File: src/rtl/idv_sweep_pkg.sv
// Shared types and helpers for the IDV ring-oscillator sweep controller.
// The oscillator count and index width are fixed by the bank macro.
package idv_sweep_pkg;

  localparam int NOSC  = 63;
  localparam int IDX_W = 6;
  localparam int CNT_W = 16;
  localparam int SET_W = 8;
  localparam int WIN_W = 16;

  typedef enum logic [2:0] {
    ST_IDLE,
    ST_WAKE,
    ST_SETTLE,
    ST_MEASURE,
    ST_REPORT,
    ST_DONE
  } state_e;

  // Bit i of the result enables oscillator i; index 0 decodes to all-zero.
  function automatic logic [NOSC:1] idx_onehot(input logic [IDX_W-1:0] idx);
    logic [NOSC:1] oh;
    oh = '0;
    for (int i = 1; i <= NOSC; i++) begin
      oh[i] = (int'(idx) == i);
    end
    return oh;
  endfunction

  function automatic logic idx_in_range(input logic [IDX_W-1:0] idx);
    return (idx != '0) && (int'(idx) <= NOSC);
  endfunction

endpackage

File: src/rtl/idv_edge_cnt.sv
// Synchronises the asynchronous bank output, detects rising edges and
// counts them in a saturating counter with clear, enable and overflow.
module idv_edge_cnt #(
  parameter int CNT_W = 16
) (
  input  logic             clk_i,
  input  logic             rst_n_i,
  input  logic             async_i,
  input  logic             clr_i,
  input  logic             en_i,
  output logic [CNT_W-1:0] cnt_o,
  output logic             ovf_o
);

  logic             s1_q, s2_q, s3_q;
  logic             rise;
  logic [CNT_W-1:0] cnt_q, cnt_d;
  logic             ovf_q, ovf_d;

  always_ff @(posedge clk_i or negedge rst_n_i) begin
    if (!rst_n_i) begin
      s1_q <= 1'b0;
      s2_q <= 1'b0;
      s3_q <= 1'b0;
    end else begin
      s1_q <= async_i;
      s2_q <= s1_q;
      s3_q <= s2_q;
    end
  end

  assign rise = s2_q & ~s3_q;

  // Once the counter is full, further edges only latch the overflow flag.
  always_comb begin
    cnt_d = cnt_q;
    ovf_d = ovf_q;
    if (clr_i) begin
      cnt_d = '0;
      ovf_d = 1'b0;
    end else if (en_i && rise) begin
      if (&cnt_q) begin
        ovf_d = 1'b1;
      end else begin
        cnt_d = cnt_q + CNT_W'(1);
      end
    end
  end

  always_ff @(posedge clk_i or negedge rst_n_i) begin
    if (!rst_n_i) begin
      cnt_q <= '0;
      ovf_q <= 1'b0;
    end else begin
      cnt_q <= cnt_d;
      ovf_q <= ovf_d;
    end
  end

  assign cnt_o = cnt_q;
  assign ovf_o = ovf_q;

endmodule

File: src/rtl/idv_osc_sweep_ctrl.sv
// Sweeps the IDV oscillator bank: wake, enable one oscillator at a time,
// count bank-output edges over a window and hand each count to the host.
module idv_osc_sweep_ctrl #(
  parameter int CNT_W = idv_sweep_pkg::CNT_W,
  parameter int SET_W = idv_sweep_pkg::SET_W,
  parameter int WIN_W = idv_sweep_pkg::WIN_W
) (
  input  logic                            idvclk,
  input  logic                            idvrst_b,
  input  logic                            start,
  input  logic                            stop,
  input  logic [idv_sweep_pkg::IDX_W-1:0] cfg_first_idx,
  input  logic [idv_sweep_pkg::IDX_W-1:0] cfg_last_idx,
  input  logic [SET_W-1:0]                cfg_settle,
  input  logic [WIN_W-1:0]                cfg_window,
  input  logic                            hfbankl,
  output logic [idv_sweep_pkg::NOSC:1]    enosc,
  output logic                            sleep_b,
  output logic                            res_valid,
  input  logic                            res_ready,
  output logic [idv_sweep_pkg::IDX_W-1:0] res_idx,
  output logic [CNT_W-1:0]                res_count,
  output logic                            res_ovf,
  output logic                            busy,
  output logic                            done,
  output logic                            cfg_err
);

  import idv_sweep_pkg::*;

  state_e           state_q, state_d;
  logic [IDX_W-1:0] cur_idx_q, cur_idx_d;
  logic [IDX_W-1:0] last_q, last_d;
  logic [SET_W-1:0] settle_q, settle_d;
  logic [WIN_W-1:0] window_q, window_d;
  logic [SET_W-1:0] set_cnt_q, set_cnt_d;
  logic [WIN_W-1:0] win_cnt_q, win_cnt_d;
  logic [NOSC:1]    enosc_q, enosc_d;
  logic             sleep_b_q, sleep_b_d;
  logic             cfg_err_q, cfg_err_d;
  logic             cfg_ok;
  logic             cnt_clr;
  logic             cnt_en;
  logic [CNT_W-1:0] cnt;
  logic             cnt_ovf;
  logic [SET_W-1:0] settle_load_cfg;
  logic [SET_W-1:0] settle_load_lat;

  assign cfg_ok = idx_in_range(cfg_first_idx) && idx_in_range(cfg_last_idx) &&
                  (cfg_first_idx <= cfg_last_idx) && (cfg_window != '0);

  // A settle of 0 still costs one cycle, the same as a settle of 1.
  assign settle_load_cfg = (cfg_settle == '0) ? '0 : cfg_settle - SET_W'(1);
  assign settle_load_lat = (settle_q == '0) ? '0 : settle_q - SET_W'(1);

  always_comb begin
    state_d   = state_q;
    cur_idx_d = cur_idx_q;
    last_d    = last_q;
    settle_d  = settle_q;
    window_d  = window_q;
    set_cnt_d = set_cnt_q;
    win_cnt_d = win_cnt_q;
    cfg_err_d = 1'b0;
    cnt_clr   = 1'b0;

    unique case (state_q)
      ST_IDLE: begin
        if (start && !stop) begin
          if (cfg_ok) begin
            state_d   = ST_WAKE;
            cur_idx_d = cfg_first_idx;
            last_d    = cfg_last_idx;
            settle_d  = cfg_settle;
            window_d  = cfg_window;
            set_cnt_d = settle_load_cfg;
          end else begin
            cfg_err_d = 1'b1;
          end
        end
      end
      ST_WAKE: begin
        if (set_cnt_q == '0) begin
          state_d   = ST_SETTLE;
          set_cnt_d = settle_load_lat;
        end else begin
          set_cnt_d = set_cnt_q - SET_W'(1);
        end
      end
      ST_SETTLE: begin
        if (set_cnt_q == '0) begin
          state_d   = ST_MEASURE;
          win_cnt_d = window_q - WIN_W'(1);
          cnt_clr   = 1'b1;
        end else begin
          set_cnt_d = set_cnt_q - SET_W'(1);
        end
      end
      ST_MEASURE: begin
        if (win_cnt_q == '0) begin
          state_d = ST_REPORT;
        end else begin
          win_cnt_d = win_cnt_q - WIN_W'(1);
        end
      end
      ST_REPORT: begin
        if (res_ready) begin
          if (cur_idx_q == last_q) begin
            state_d = ST_DONE;
          end else begin
            state_d   = ST_SETTLE;
            cur_idx_d = cur_idx_q + IDX_W'(1);
            set_cnt_d = settle_load_lat;
          end
        end
      end
      ST_DONE: begin
        state_d = ST_IDLE;
      end
      default: begin
        state_d = ST_IDLE;
      end
    endcase

    if (stop && (state_q != ST_IDLE)) begin
      state_d = ST_IDLE;
    end
  end

  // Bank controls are registered from the next state so the macro sees
  // glitch-free levels and a direct one-hot hand-over between oscillators.
  always_comb begin
    enosc_d   = '0;
    sleep_b_d = 1'b0;
    if (state_d inside {ST_SETTLE, ST_MEASURE, ST_REPORT}) begin
      enosc_d = idx_onehot(cur_idx_d);
    end
    if (state_d inside {ST_WAKE, ST_SETTLE, ST_MEASURE, ST_REPORT}) begin
      sleep_b_d = 1'b1;
    end
  end

  always_ff @(posedge idvclk or negedge idvrst_b) begin
    if (!idvrst_b) begin
      state_q   <= ST_IDLE;
      cur_idx_q <= '0;
      last_q    <= '0;
      settle_q  <= '0;
      window_q  <= '0;
      set_cnt_q <= '0;
      win_cnt_q <= '0;
      enosc_q   <= '0;
      sleep_b_q <= 1'b0;
      cfg_err_q <= 1'b0;
    end else begin
      state_q   <= state_d;
      cur_idx_q <= cur_idx_d;
      last_q    <= last_d;
      settle_q  <= settle_d;
      window_q  <= window_d;
      set_cnt_q <= set_cnt_d;
      win_cnt_q <= win_cnt_d;
      enosc_q   <= enosc_d;
      sleep_b_q <= sleep_b_d;
      cfg_err_q <= cfg_err_d;
    end
  end

  assign cnt_en = (state_q == ST_MEASURE);

  idv_edge_cnt #(
    .CNT_W(CNT_W)
  ) u_edge_cnt (
    .clk_i  (idvclk),
    .rst_n_i(idvrst_b),
    .async_i(hfbankl),
    .clr_i  (cnt_clr),
    .en_i   (cnt_en),
    .cnt_o  (cnt),
    .ovf_o  (cnt_ovf)
  );

  // The counter is idle outside MEASURE, so its value is stable through REPORT.
  assign res_valid = (state_q == ST_REPORT);
  assign res_idx   = res_valid ? cur_idx_q : '0;
  assign res_count = res_valid ? cnt : '0;
  assign res_ovf   = res_valid & cnt_ovf;
  assign busy      = (state_q != ST_IDLE);
  assign done      = (state_q == ST_DONE);
  assign enosc     = enosc_q;
  assign sleep_b   = sleep_b_q;
  assign cfg_err   = cfg_err_q;

endmodule
File: config.mk
export PLATFORM = sky130hd
export DESIGN_NAME = idv_osc_sweep_ctrl
export DESIGN_NICKNAME = d
export VERILOG_FILES = /design/src/rtl/idv_sweep_pkg.sv /design/src/rtl/idv_edge_cnt.sv /design/src/rtl/idv_osc_sweep_ctrl.sv
export SDC_FILE = /design/constraint.sdc
export NUM_CORES = 1
export LEC_CHECK = 0
export ABC_AREA = 0
export BUFFER_PORTS_ARGS = -buffer_cell sky130_fd_sc_hd__buf_2
export CAP_MARGIN = 25
export CORE_MARGIN = 2
export CORE_UTILIZATION = 44
export CTS_BUF_LIST = sky130_fd_sc_hd__clkbuf_16
export DETAILED_ROUTE_END_ITERATION = 10
export HOLD_SLACK_MARGIN = 0.05
export PLACE_DENSITY = 0.65
export SLEW_MARGIN = 25
export SYNTH_ARGS = -nofsm -noshare
export SYNTH_HDL_FRONTEND = slang
export SYNTH_SLANG_ARGS = --single-unit
File: constraint.sdc
create_clock -name idvclk -period 9.65 [get_ports idvclk]
set_clock_uncertainty 0.05 [all_clocks]
set_input_delay 0.965 -clock idvclk [delete_from_list [all_inputs] [get_ports idvclk]]
set_output_delay 0.965 -clock idvclk [all_outputs]
set_load 0.02 [all_outputs]
After elaboration in Yosys (flattened, before gate mapping) --
Cells that the tools add are included. Widths: inputs -> output; s select.
Word-level totals: register bits 148, bits of input ports 42, output and inout port bits 91, logic and storage cells 176
Operators by class: $add $sub $neg 7, order comparisons 1, equal/unequal tests 81, mux-type cells 41, bitwise operators 3, reduce and logical (&&, ||, !) cells 28
Operator list (count):
- $eq 6x6->1 const B | 32
- $eq 6x5->1 const B | 16
- $mux 16 | 6
- $mux 8 | 8
- $mux 63 | 1
- $eq 6x4->1 const B | 8
- $pmux 16 s2 | 1
- $pmux 8 s4 | 1
- $sub 16x1->16 const B | 2
- $mux 6 | 5
- $eq 6x3->1 const B | 4
- $logic_not 8->1 | 3
- $mux 3 | 8
- $sub 8x1->8 const B | 3
- $add 16x1->16 const B | 1
- $logic_not 16->1 | 1
- $reduce_and 16->1 | 1
- $reduce_bool 16->1 | 1
- $pmux 3 s5 | 1
- $ne 2x2->1 const B | 7
- $eq 3x2->1 const B | 4
- $eq 6x2->1 const B | 2
- $pmux 6 s2 | 1
- $reduce_bool 6->1 | 2
- 19 further kinds | 42

Longest topological paths before layout --
Gate-level depths: netlist of run 1.
depth after elaboration 11, mapped depth 12, depth with buffers taken out 10

Modules after synthesis --
Synthesis of run 1 repeated with hierarchy kept, for this count alone.
Second synthesis, totals: cells, all modules 778, area, all modules 7913.8 µm²
Modules (own cells, without submodules):
- idv_osc_sweep_ctrl | times used 1, cells an instance 672, area an instance 6807.8 µm²
- idv_edge_cnt | times used 1, cells an instance 106, area an instance 1106.1 µm²

Least setup slack after synthesis of run 1 --
No wires, ideal clock.
path kind input port to flip-flop, from input port cfg_last_idx[5] in the netlist's numbering, to register enosc_q (netlist bit enosc[24]), library setup time 78 ps, data arrival time 3267 ps, slack 6256 ps, stages 11, path buffers 2, cells stage by stage inv_1 -> ha_1 -> and4_1 -> o21ai_1 -> a31oi_4 -> o41a_4 -> a221o_1 -> buf_2 -> or3_1 -> buf_2 -> nor2_1
RTL lines:
- start: declaration | line idv_osc_sweep_ctrl.sv:13 | input logic [idv_sweep_pkg::IDX_W-1:0] cfg_last_idx,
- parallel branches: the longest is 2 deep, another holds $le 6x6->1
- $logic_and 1x1->1 (*) | line idv_osc_sweep_ctrl.sv:49 | assign cfg_ok = idx_in_range(cfg_first_idx) && idx_in_range(cfg_last_idx) &&
- $logic_and 1x1->1 (*) | line idv_osc_sweep_ctrl.sv:50 | (cfg_first_idx <= cfg_last_idx) && (cfg_window != '0);
- $mux 6 (*) | line idv_osc_sweep_ctrl.sv:70 | if (cfg_ok) begin
- $mux 6 (*) | line idv_osc_sweep_ctrl.sv:69 | if (start && !stop) begin
- $pmux 6 s2 (*) | line idv_osc_sweep_ctrl.sv:67 | unique case (state_q)
- named net cur_idx_d[0] | line idv_osc_sweep_ctrl.sv:32 | logic [IDX_W-1:0] cur_idx_q, cur_idx_d;
- $eq 6x6->1 (*) | line idv_sweep_pkg.sv:25 | oh[i] = (int'(idx) == i);
- $mux 63 (*) | line idv_osc_sweep_ctrl.sv:135 | if (state_d inside {ST_SETTLE, ST_MEASURE, ST_REPORT}) begin
- named net enosc_d (one bit) | line idv_osc_sweep_ctrl.sv:38 | logic [NOSC:1] enosc_q, enosc_d;
- end signal: assignment | line idv_osc_sweep_ctrl.sv:163 | enosc_q <= enosc_d;
- end: declaration | line idv_osc_sweep_ctrl.sv:38
Mark *: on every way through the listed nets, which the timed path passes. A chain may end at the register's enable or synchronous reset.

Worst setup path in the final report of run 1 --
from input port cfg_first_idx[5] in the netlist's numbering, to register enosc_q (netlist bit enosc[3])
RTL lines:
- start: declaration | line idv_osc_sweep_ctrl.sv:12 | input logic [idv_sweep_pkg::IDX_W-1:0] cfg_first_idx,
- parallel branches: the longest is 2 deep, another holds $le 6x6->1
- $logic_and 1x1->1 (*) | line idv_osc_sweep_ctrl.sv:49
- $logic_and 1x1->1 (*) | line idv_osc_sweep_ctrl.sv:50
- $mux 6 (*) | line idv_osc_sweep_ctrl.sv:70
- $mux 6 (*) | line idv_osc_sweep_ctrl.sv:69
- $pmux 6 s2 (*) | line idv_osc_sweep_ctrl.sv:67
- named net cur_idx_d[1] | line idv_osc_sweep_ctrl.sv:32
- $eq 6x3->1 (*) | line idv_sweep_pkg.sv:25
- $mux 63 (*) | line idv_osc_sweep_ctrl.sv:135
- named net enosc_d (one bit) | line idv_osc_sweep_ctrl.sv:38
Marked as above.

==> impl_metrics.csv, run 1 <==
group,metric,value,unit
worst_hold_path,hp-class,"reg2reg",
cts,cts-root-buf,"clkbuf_16",
routing,wl_per_cell,17.38,µm
layout,area_growth,19.65,%
layout,layout-drive-gt1-share,24.62,%
yosys,synth.top_cell.area_share,49.21,%
grt,antenna_found_initial,0,
yosys,synth_nets,829,
worst_setup_path,cp_data_arrival_time,3840,ps
worst_setup_path,worstPathMaxFanout,8,
floorplan,core,16640,µm²
yosys,yosysWarnings,0,
yosys,synth_edf_count,0,
sta,max_freq,278.2,MHz
yosys,ys.flop_type,"dfrtp_1",
cts,cts_tree,"built",
yosys,synthTopCellsByArea,"dfrtp_1 49%, nor2_1 6.6%, mux2_2 4.8%",
routing,num_vias,6426,
yosys,synth_area,7526,µm²
grt,grt.overflow.total,0,
sta,setup_viol,0,
cts,post_cts_buffers,0,
sta,slew_violations,0,
worst_setup_path,setup.worst_path.start_class,"input pin",
layout,final_cells,1130,
routing,ant_nets,0,
layout,final_area,9005,µm²
place,routabilityCongestion,0.8457,
routing,drc,0,
yosys,syn_inst,774,
floorplan,die_h,134.8,µm
grt,grt_usage,22.07,%
place,place_inst,1098,
worst_setup_path,reg2reg_to,"enosc[31]",
cts,cts_htree_levels,4,
worst_hold_path,holdPathStages,0,
grt,grt_max_degree,88,
sta,hold-worst-slack,311.4,ps
cts,ctsHoldBuffers,0,
yosys,avgSynthCellArea,9.723,µm²
worst_hold_path,hp-start,"u_edge_cnt.s1_q",
worst_setup_path,required,9900,ps
pwr,p_leak,4.298,nW
floorplan,die_w,134.8,µm
routing,drt_iter0_drc,472,
cts,clk_pin_slew_worst_paths,60,ps
yosys,async_reset_ff_share,100.0,%
layout,final_nets,952,
worst_hold_path,hold_path_end,"u_edge_cnt.s2_q",
pwr,p_per_area,244.3,nW/µm²
place,dpl_cell_area,8387,µm²
cts,cts.sinks,148,
grt,grt_pass1_wl,31.64,mm
place,dp_hpwl,13.88,mm
yosys,ys_seq_area_share,49.21,%
worst_setup_path,path_class,"in2reg",
layout,final_common_cell,"dfrtp_1",
floorplan,rows,47,
sta,relSlewSlack,35.95,%
cts,cts_buffers,17,
floorplan,dieArea,18170,µm²
place,io_buffers,132,
worst_setup_path,reg2regPathDepth,9,
floorplan,start_util,45.22,%
cts,clk_latency,430,ps
routing,wirelength,19.63,mm
sta,rsz0062_at_grt,"false",
routing,via_per_inst,5.687,
pwr,ir_drop,0.1412,mV
sta,fin_crit_sh,37.24,%
cts,cts_resized,0,
worst_setup_path,cp-end-kind,"flop",
yosys,ys_seq_elements,148,
status,status,"complete, no violations",
layout,nFillCells,1486,
layout,insertedDiodeCount,0,
sta,finalCriticalPeriod,3594,ps
sta,tns,0,ps
routing,drt_pre_antenna_iters,5,
grt,grt_pass1_vias,6104,
worst_setup_path,rr_startpoint,"state_q[2]",
sta,worst_pin_slew,945.9,ps
worst_setup_path,rrSetupSlack,6180,ps
layout,final_cell_mix,"148 x dfrtp_1, 131 x nor2_1, 131 x buf_2",
cts,cts_buffer_depth,2,
job,max_cap_violations,0,
yosys,yosysUniqueCellTypes,67,
floorplan,ioPinCount,133,
pwr,p_total,2.200,mW
yosys,synth_top_cell_by_area,"dfrtp_1",
sta,hold_viol,0,
flip-flops by register name, indices dropped and copies added, names as in the netlist:
name / flops
cfg_err: 1
cur_idx_q: 6
enosc: 63
last_q: 6
set_cnt_q: 8
settle_q: 8
sleep_b: 1
state_q: 3
u_edge_cnt.cnt_o: 16
u_edge_cnt.ovf_o: 1
u_edge_cnt.s1_q: 1
u_edge_cnt.s2_q: 1
u_edge_cnt.s3_q: 1
win_cnt_q: 16
window_q: 16
worst max-delay path: stages:
cell and delay [ps]:
buf_2 130, ha_1 340, and4_1 220, and3_1 210, a31oi_4 280, nor2_1 110
o311ai_1 790, inv_1 320, nand4_1 380, nor2_1 90
per-layer routing:
layer / vias to the layer above / wire length [µm] / track usage [%]
met3: 25 / 1087 / 5.143
met2: 176 / 9285 / 35.42
met4: 0 / 337 / 6.491
met5: - / 0 / 0
met1: 3177 / 8923 / 29.97
li1: 3048 / - / -
area by class of cell:
type,instances,area (µm²),share of cell area (%)
Clock buffer,17,425.4,4.724
Clock inverter,15,178.9,1.987
Inverter,27,101.3,1.125
Multi-Input combinational cell,563,3573,39.68
Sequential cell,148,3704,41.13
Tap cell,220,275.3,3.057
Timing Repair Buffer,140,747.0,8.295
stage by stage:
stage / utilization [%] / setup slack (ps)
2_1_floorplan: - / 6256
3_3_place_gp: 50.23 / 5704
3_5_place_dp: 50.39 / 5646
4_1_cts: 54.03 / 5882
5_1_grt: 54.11 / 5829
6_report: 54.11 / 6056
kinds of logic after synthesis:
| family | synth area share (%) |
|---|---|
| XOR/XNOR | 3.375 |
| buffers and inverters | 3.591 |
| adder cells (fa/ha/maj) | 2.161 |
| AO/OA/AOI/OAI | 13.65 |
| multiplexers | 5.985 |
| flip-flops | 49.21 |
| AND/OR/NAND/NOR | 22.03 |
how the worst max path moves through the flow:
stage	from	slack (ps)	endpoint
after global placement	cfg_first_idx[5]	5700	enosc[59]
after detailed placement	cfg_first_idx[5]	5650	enosc[23]
after floorplan	cfg_last_idx[5]	6260	enosc[24]
final	cfg_first_idx[5]	6060	enosc[3]
after global routing	cfg_first_idx[5]	5830	enosc[27]
after CTS	set_cnt_q[0]	5880	enosc[19]
synthesized netlist by cell type, drive strengths merged (4+ instances only):
library cell / count
and4: 4
xnor2: 17
or3: 19
nor3: 26
nor2: 132
a21oi: 37
nand2b: 7
a211oi: 6
a31oi: 8
a221oi: 4
a222oi: 4
and3: 26
dfrtp: 148
nand4: 20
a22oi: 4
o311ai: 4
nand2: 45
o22a: 4
ha: 13
a2111oi: 4
mux2: 32
nand3: 21
nor4: 17
buf: 14
xor2: 12
clkbuf: 22
o21ai: 33
nor3b: 4
inv: 27
o31ai: 4
mux2i: 9
where the power goes:
group | total, mW | internal, mW | leakage (nW) | switching [mW]
registers | 0.885 | 0.732 | 1.97 | 0.153
logic | 0.644 | 0.261 | 2.03 | 0.383
clock network | 0.670 | 0.372 | 0.295 | 0.298
total | 2.20 | 1.36 | 4.30 | 0.835
Power figures use the tool's default switching activity.
==> inputs of run 2 (changes only) <==
Clock period 9.65 ns to 3.5 ns, I/O delays scaled along.
==> run 2 against run 1 <==
  * Cell area up 1.4%
  * Sequential share of layout area down 0.55 points
  * Total power rose to 2.8 times the previous value
  * Global-route usage up 0.73 points
  * Flip-flop and latch count unchanged
  * Non-clock buffer count up 18
  * Utilization up 0.74 points
==> impl_metrics.csv, run 2 (synthesis results as in run 1) <==
group,metric,value,unit
routing,via_per_inst,5.567,
layout,final_area,9128,µm²
grt,grt_max_degree,69,
worst_setup_path,cpPeakStageDelay,500,ps
place,io_buffers,132,
layout,final_nets,970,
worst_setup_path,crit_family,"simple AND/OR/NAND/NOR gates",
place,dp_hpwl,14.27,mm
floorplan,start_util,45.22,%
floorplan,die_h,134.8,µm
cts,cts_buffers,17,
sta,relSlewSlack,34.18,%
floorplan,dieArea,18170,µm²
worst_setup_path,critical-path-slowest-cell,"or3_1",
worst_setup_path,cp_data_arrival_time,3280,ps
worst_hold_path,holdPathStages,3,
worst_setup_path,worstPathMaxFanout,9,
cts,ctsHoldBuffers,2,
grt,grt_pass1_wl,32.55,mm
floorplan,rows,47,
sta,hold_viol,0,
grt,grt.overflow.total,0,
worst_setup_path,crit_buf_inv,0,
sta,slew_violations,0,
floorplan,ioPinCount,133,
sta,finalCriticalPeriod,2976,ps
place,dpl_cell_area,8499,µm²
routing,drt_pre_antenna_iters,6,
routing,wirelength,19.88,mm
pwr,p_total,6.168,mW
worst_setup_path,rrSetupSlack,520,ps
worst_setup_path,reg2reg_to,"enosc[6]",
routing,wl_per_cell,17.30,µm
routing,drc,0,
pwr,p_per_area,675.7,nW/µm²
worst_setup_path,reg2regPathDepth,7,
worst_setup_path,crit_chain,"xnor2_1, nand4_1, o21ai_0, mux2_2, a221o_1, or3_1, nor2_1",
cts,cts_htree_levels,4,
layout,largest_register_ff_count,63,
grt,antenna_found_initial,0,
worst_setup_path,path_class,"reg2reg",
place,routabilityCongestion,0.8417,
layout,final_common_cell,"dfrtp_1",
job,max_cap_violations,0,
grt,grt_pass1_vias,6181,
grt,grt_usage,22.80,%
cts,cts.sinks,148,
sta,setup_viol,0,
cts,cts_resized,0,
worst_setup_path,required,3800,ps
worst_hold_path,hp-class,"in2reg",
cts,cts_tree,"built",
worst_hold_path,hold_path_end,"window_q[15]",
place,dp_slack,162.7,ps
sta,rsz0062_at_grt,"false",
worst_setup_path,setup.worst_path.start_class,"flop",
routing,ant_nets,0,
routing,num_vias,6396,
cts,cts-root-buf,"clkbuf_16",
sta,layout_setup_ws,523.5,ps
floorplan,die_w,134.8,µm
pwr,p_leak,4.374,nW
floorplan,core,16640,µm²
worst_setup_path,cp-end-kind,"flop",
worst_setup_path,rr_startpoint,"cur_idx_q[1]",
sta,fin_crit_sh,85.04,%
cts,cts_buffer_depth,2,
sta,tns,0,ps
worst_hold_path,hp-start,"cfg_window[15]",
sta,max_freq,336.0,MHz
layout,final_cell_mix,"148 x dfrtp_1, 131 x nor2_1, 131 x buf_2",
pwr,ir_drop,0.4340,mV
cts,clk_pin_slew_worst_paths,70,ps
routing,drt_iter0_drc,529,
sta,hold-worst-slack,96.84,ps
status,status,"complete, no violations",
cts,clk_latency,430,ps
sta,worst_pin_slew,971.9,ps
layout,layout-drive-gt1-share,25.75,%
cts,post_cts_buffers,0,
layout,area_growth,21.28,%
==> run 2: per-stage QoR <==
step | cells | utilization (%)
finish | 1149 | 54.85
global route | 1148 | 54.83
CTS | 1148 | 54.83
detailed placement | 1114 | 51.07
global placement | 1114 | 51.07
floorplan | 774 | -
==> run 2: routing by layer <==
layer	part of all wire (%)	vias up	GRT usage [%]
met5	0	-	0
met4	1.3	0	6.842
met3	6.2	15	5.518
met2	47	178	35.34
met1	46	3120	31.89
li1	-	3083	-
==> run 2: area by class of cell <==
class | count | area (µm²)
fill | 1489 | 7515
clock buffer | 17 | 425.4
inverter | 27 | 101.3
timing repair buffer | 158 | 879.6
antenna | 1 | 2.502
tap | 220 | 275.3
sequential | 148 | 3704
clock inverter | 15 | 180.2
multi-input combinational | 563 | 3560
==> run 2: where the power goes <==
group / leakage [nW] / switching [mW] / total, mW / internal, mW
clock network: 0.290 / 0.840 / 1.86 / 1.02
logic: 2.11 / 1.11 / 1.90 / 0.790
registers: 1.97 / 0.389 / 2.41 / 2.02
==> run 2: tightest hold or removal path, stage by stage <==
cell and delay, ps:
buf_2 80, nand2_1 40, o21ai_0 60
==> run 2: how the worst max path moves through the flow <==
| stage | startpoint | end | depth (start not counted) |
|---|---|---|---|
| finish | cur_idx_q[1] | enosc[6] | 7 |
| global route | cfg_first_idx[5] | enosc[43] | 10 |
| CTS | state_q[2] | enosc[43] | 8 |
| detailed placement | cfg_first_idx[5] | enosc[43] | 10 |
| global placement | cfg_first_idx[5] | enosc[59] | 10 |
| floorplan | state_q[0] | win_cnt_q[12] | 11 |
==> inputs of run 3 (changes only) <==
Settings changed: CTS_BUF_LIST sky130_fd_sc_hd__clkbuf_16 to sky130_fd_sc_hd__clkbuf_8.
==> run 3 against run 2 <==
  * Flip-flop and latch count is the same
  * Cell area shrank 2.0%
  * Setup slack worse by 160 ps
  * Critical path depth increased by 3
  * Die area did not move
  * Critical endpoint is now enosc[43]
  * Routed wire length shrank 0.97%
  * Combinational power about the same
  * Fmax down 5.2%
==> impl_metrics.csv, run 3 (synthesis results as in run 1) <==
group,metric,value,unit
pwr,p_total,5.687,mW
routing,num_vias,6340,
sta,relSlewSlack,34.50,%
floorplan,core,16640,µm²
cts,cts_tree,"built",
worst_setup_path,reg2regPathDepth,7,
layout,layout-drive-gt1-share,25.73,%
floorplan,rows,47,
routing,wl_per_cell,17.14,µm
sta,layout_setup_ws,359.8,ps
status,status,"complete, no violations",
sta,finalCriticalPeriod,3140,ps
worst_hold_path,holdPathStages,3,
sta,fin_crit_sh,89.72,%
routing,drt_pre_antenna_iters,6,
place,routabilityCongestion,0.8417,
pwr,p_per_area,635.8,nW/µm²
cts,cts_htree_levels,4,
pwr,ir_drop,0.3135,mV
worst_setup_path,rr_startpoint,"cur_idx_q[1]",
sta,slew_violations,0,
cts,cts.sinks,148,
routing,drc,0,
cts,cts_buffer_depth,2,
worst_setup_path,reg2reg_to,"enosc[6]",
worst_setup_path,crit_family,"simple AND/OR/NAND/NOR gates",
routing,drt_iter0_drc,586,
place,dp_hpwl,14.27,mm
layout,largest_register_ff_count,63,
worst_setup_path,crit_chain,"dlygate4sd3_1, buf_2, nor4_1, nand4_1, nand3b_1, nor2_1, o311ai_1, inv_1, nand4_1, nor2_1",
worst_hold_path,hold_path_end,"settle_q[7]",
grt,grt.overflow.total,0,
floorplan,die_w,134.8,µm
worst_setup_path,required,3800,ps
layout,final_nets,971,
grt,grt_pass1_vias,6151,
worst_setup_path,cp_data_arrival_time,3440,ps
layout,seq_area,3704,µm²
place,place_inst,1114,
cts,clk_pin_slew_worst_paths,100,ps
worst_setup_path,setup.worst_path.start_class,"input pin",
sta,max_freq,318.5,MHz
layout,area_growth,18.84,%
worst_hold_path,hp-class,"in2reg",
cts,clk_latency,470,ps
job,max_cap_violations,0,
sta,hold-worst-slack,68.67,ps
grt,grt_max_degree,69,
layout,final_common_cell,"dfrtp_1",
routing,via_per_inst,5.518,
routing,wirelength,19.69,mm
routing,ant_nets,0,
worst_setup_path,rrSetupSlack,540,ps
sta,rsz0062_at_grt,"false",
cts,cts-root-buf,"clkbuf_8",
worst_setup_path,crit_buf_inv,3,
floorplan,ioPinCount,133,
sta,worst_pin_slew,967.2,ps
sta,setup_viol,0,
grt,grt_usage,22.70,%
place,io_buffers,132,
grt,antenna_found_initial,0,
pwr,p_leak,4.291,nW
worst_hold_path,hp-start,"cfg_settle[7]",
layout,final_cell_mix,"148 x dfrtp_1, 131 x nor2_1, 131 x buf_2",
floorplan,die_h,134.8,µm
worst_setup_path,worstPathMaxFanout,8,
worst_setup_path,cp-end-kind,"flop",
grt,grt_pass1_wl,32.19,mm
sta,hold_viol,0,
sta,tns,0,ps
floorplan,dieArea,18170,µm²
layout,multi_input_area,3560,µm²
worst_setup_path,critical-path-slowest-cell,"o311ai_1",
worst_setup_path,path_class,"in2reg",
place,dp_slack,162.7,ps
layout,nFillCells,1498,
layout,insertedDiodeCount,0,
layout,final_cells,1149,
floorplan,start_util,45.22,%
cts,cts_buffers,17,
worst_setup_path,cpPeakStageDelay,800,ps
run 3: cell type report:
class / instances / area share [%]
clock buffers: 17 / 2.616
clock inverters: 15 / 2.015
inverters: 27 / 1.133
multi-input cells: 563 / 39.80
flip-flops and latches: 148 / 41.41
well taps: 220 / 3.078
repair buffers: 159 / 9.947
run 3: per-layer routing:
layer / global-route usage [%] / wire length [µm]
met3: 5.556 / 1175
met5: 0 / 0
met1: 31.67 / 8999
met2: 34.66 / 9154
met4: 8.012 / 362
run 3: what timing repair did:
item                                   4_1_cts  5_1_grt
hold buffers                                 3        0
setup buffers                                0        0
gates resized for setup                      0        0
endpoints found under the hold margin       68        0
setup endpoints to repair                    0        0
run 3: power breakdown:
group          internal [mW]  switching, mW  total (mW)
sequential              2.01          0.386        2.40
clock                  0.605          0.782        1.39
combinational          0.791           1.11        1.90
run 3: worst max path at each step:
stage	start	end	cells past startpoint
6_report	cfg_window[15]	enosc[43]	10
5_1_grt	cfg_window[15]	enosc[43]	10
4_1_cts	cfg_window[15]	enosc[43]	10
3_5_place_dp	cfg_first_idx[5]	enosc[43]	10
3_3_place_gp	cfg_first_idx[5]	enosc[59]	10
2_1_floorplan	state_q[0]	win_cnt_q[12]	11
run 3: worst reg2reg max path, stage by stage, from the launching register on:
cell	delay [ps]
dfrtp_1	480
xnor2_1	230
nand4_1	200
o21ai_0	440
mux2_2	390
a221o_1	420
or3_1	490
nor2_1	170
run 3: metrics by stage:
stage | util, % | cell area (µm²)
after floorplan | - | 7526
after global placement | 51.07 | 8499
after detailed placement | 51.07 | 8499
after CTS | 53.74 | 8944
after global routing | 53.74 | 8944
final | 53.74 | 8944
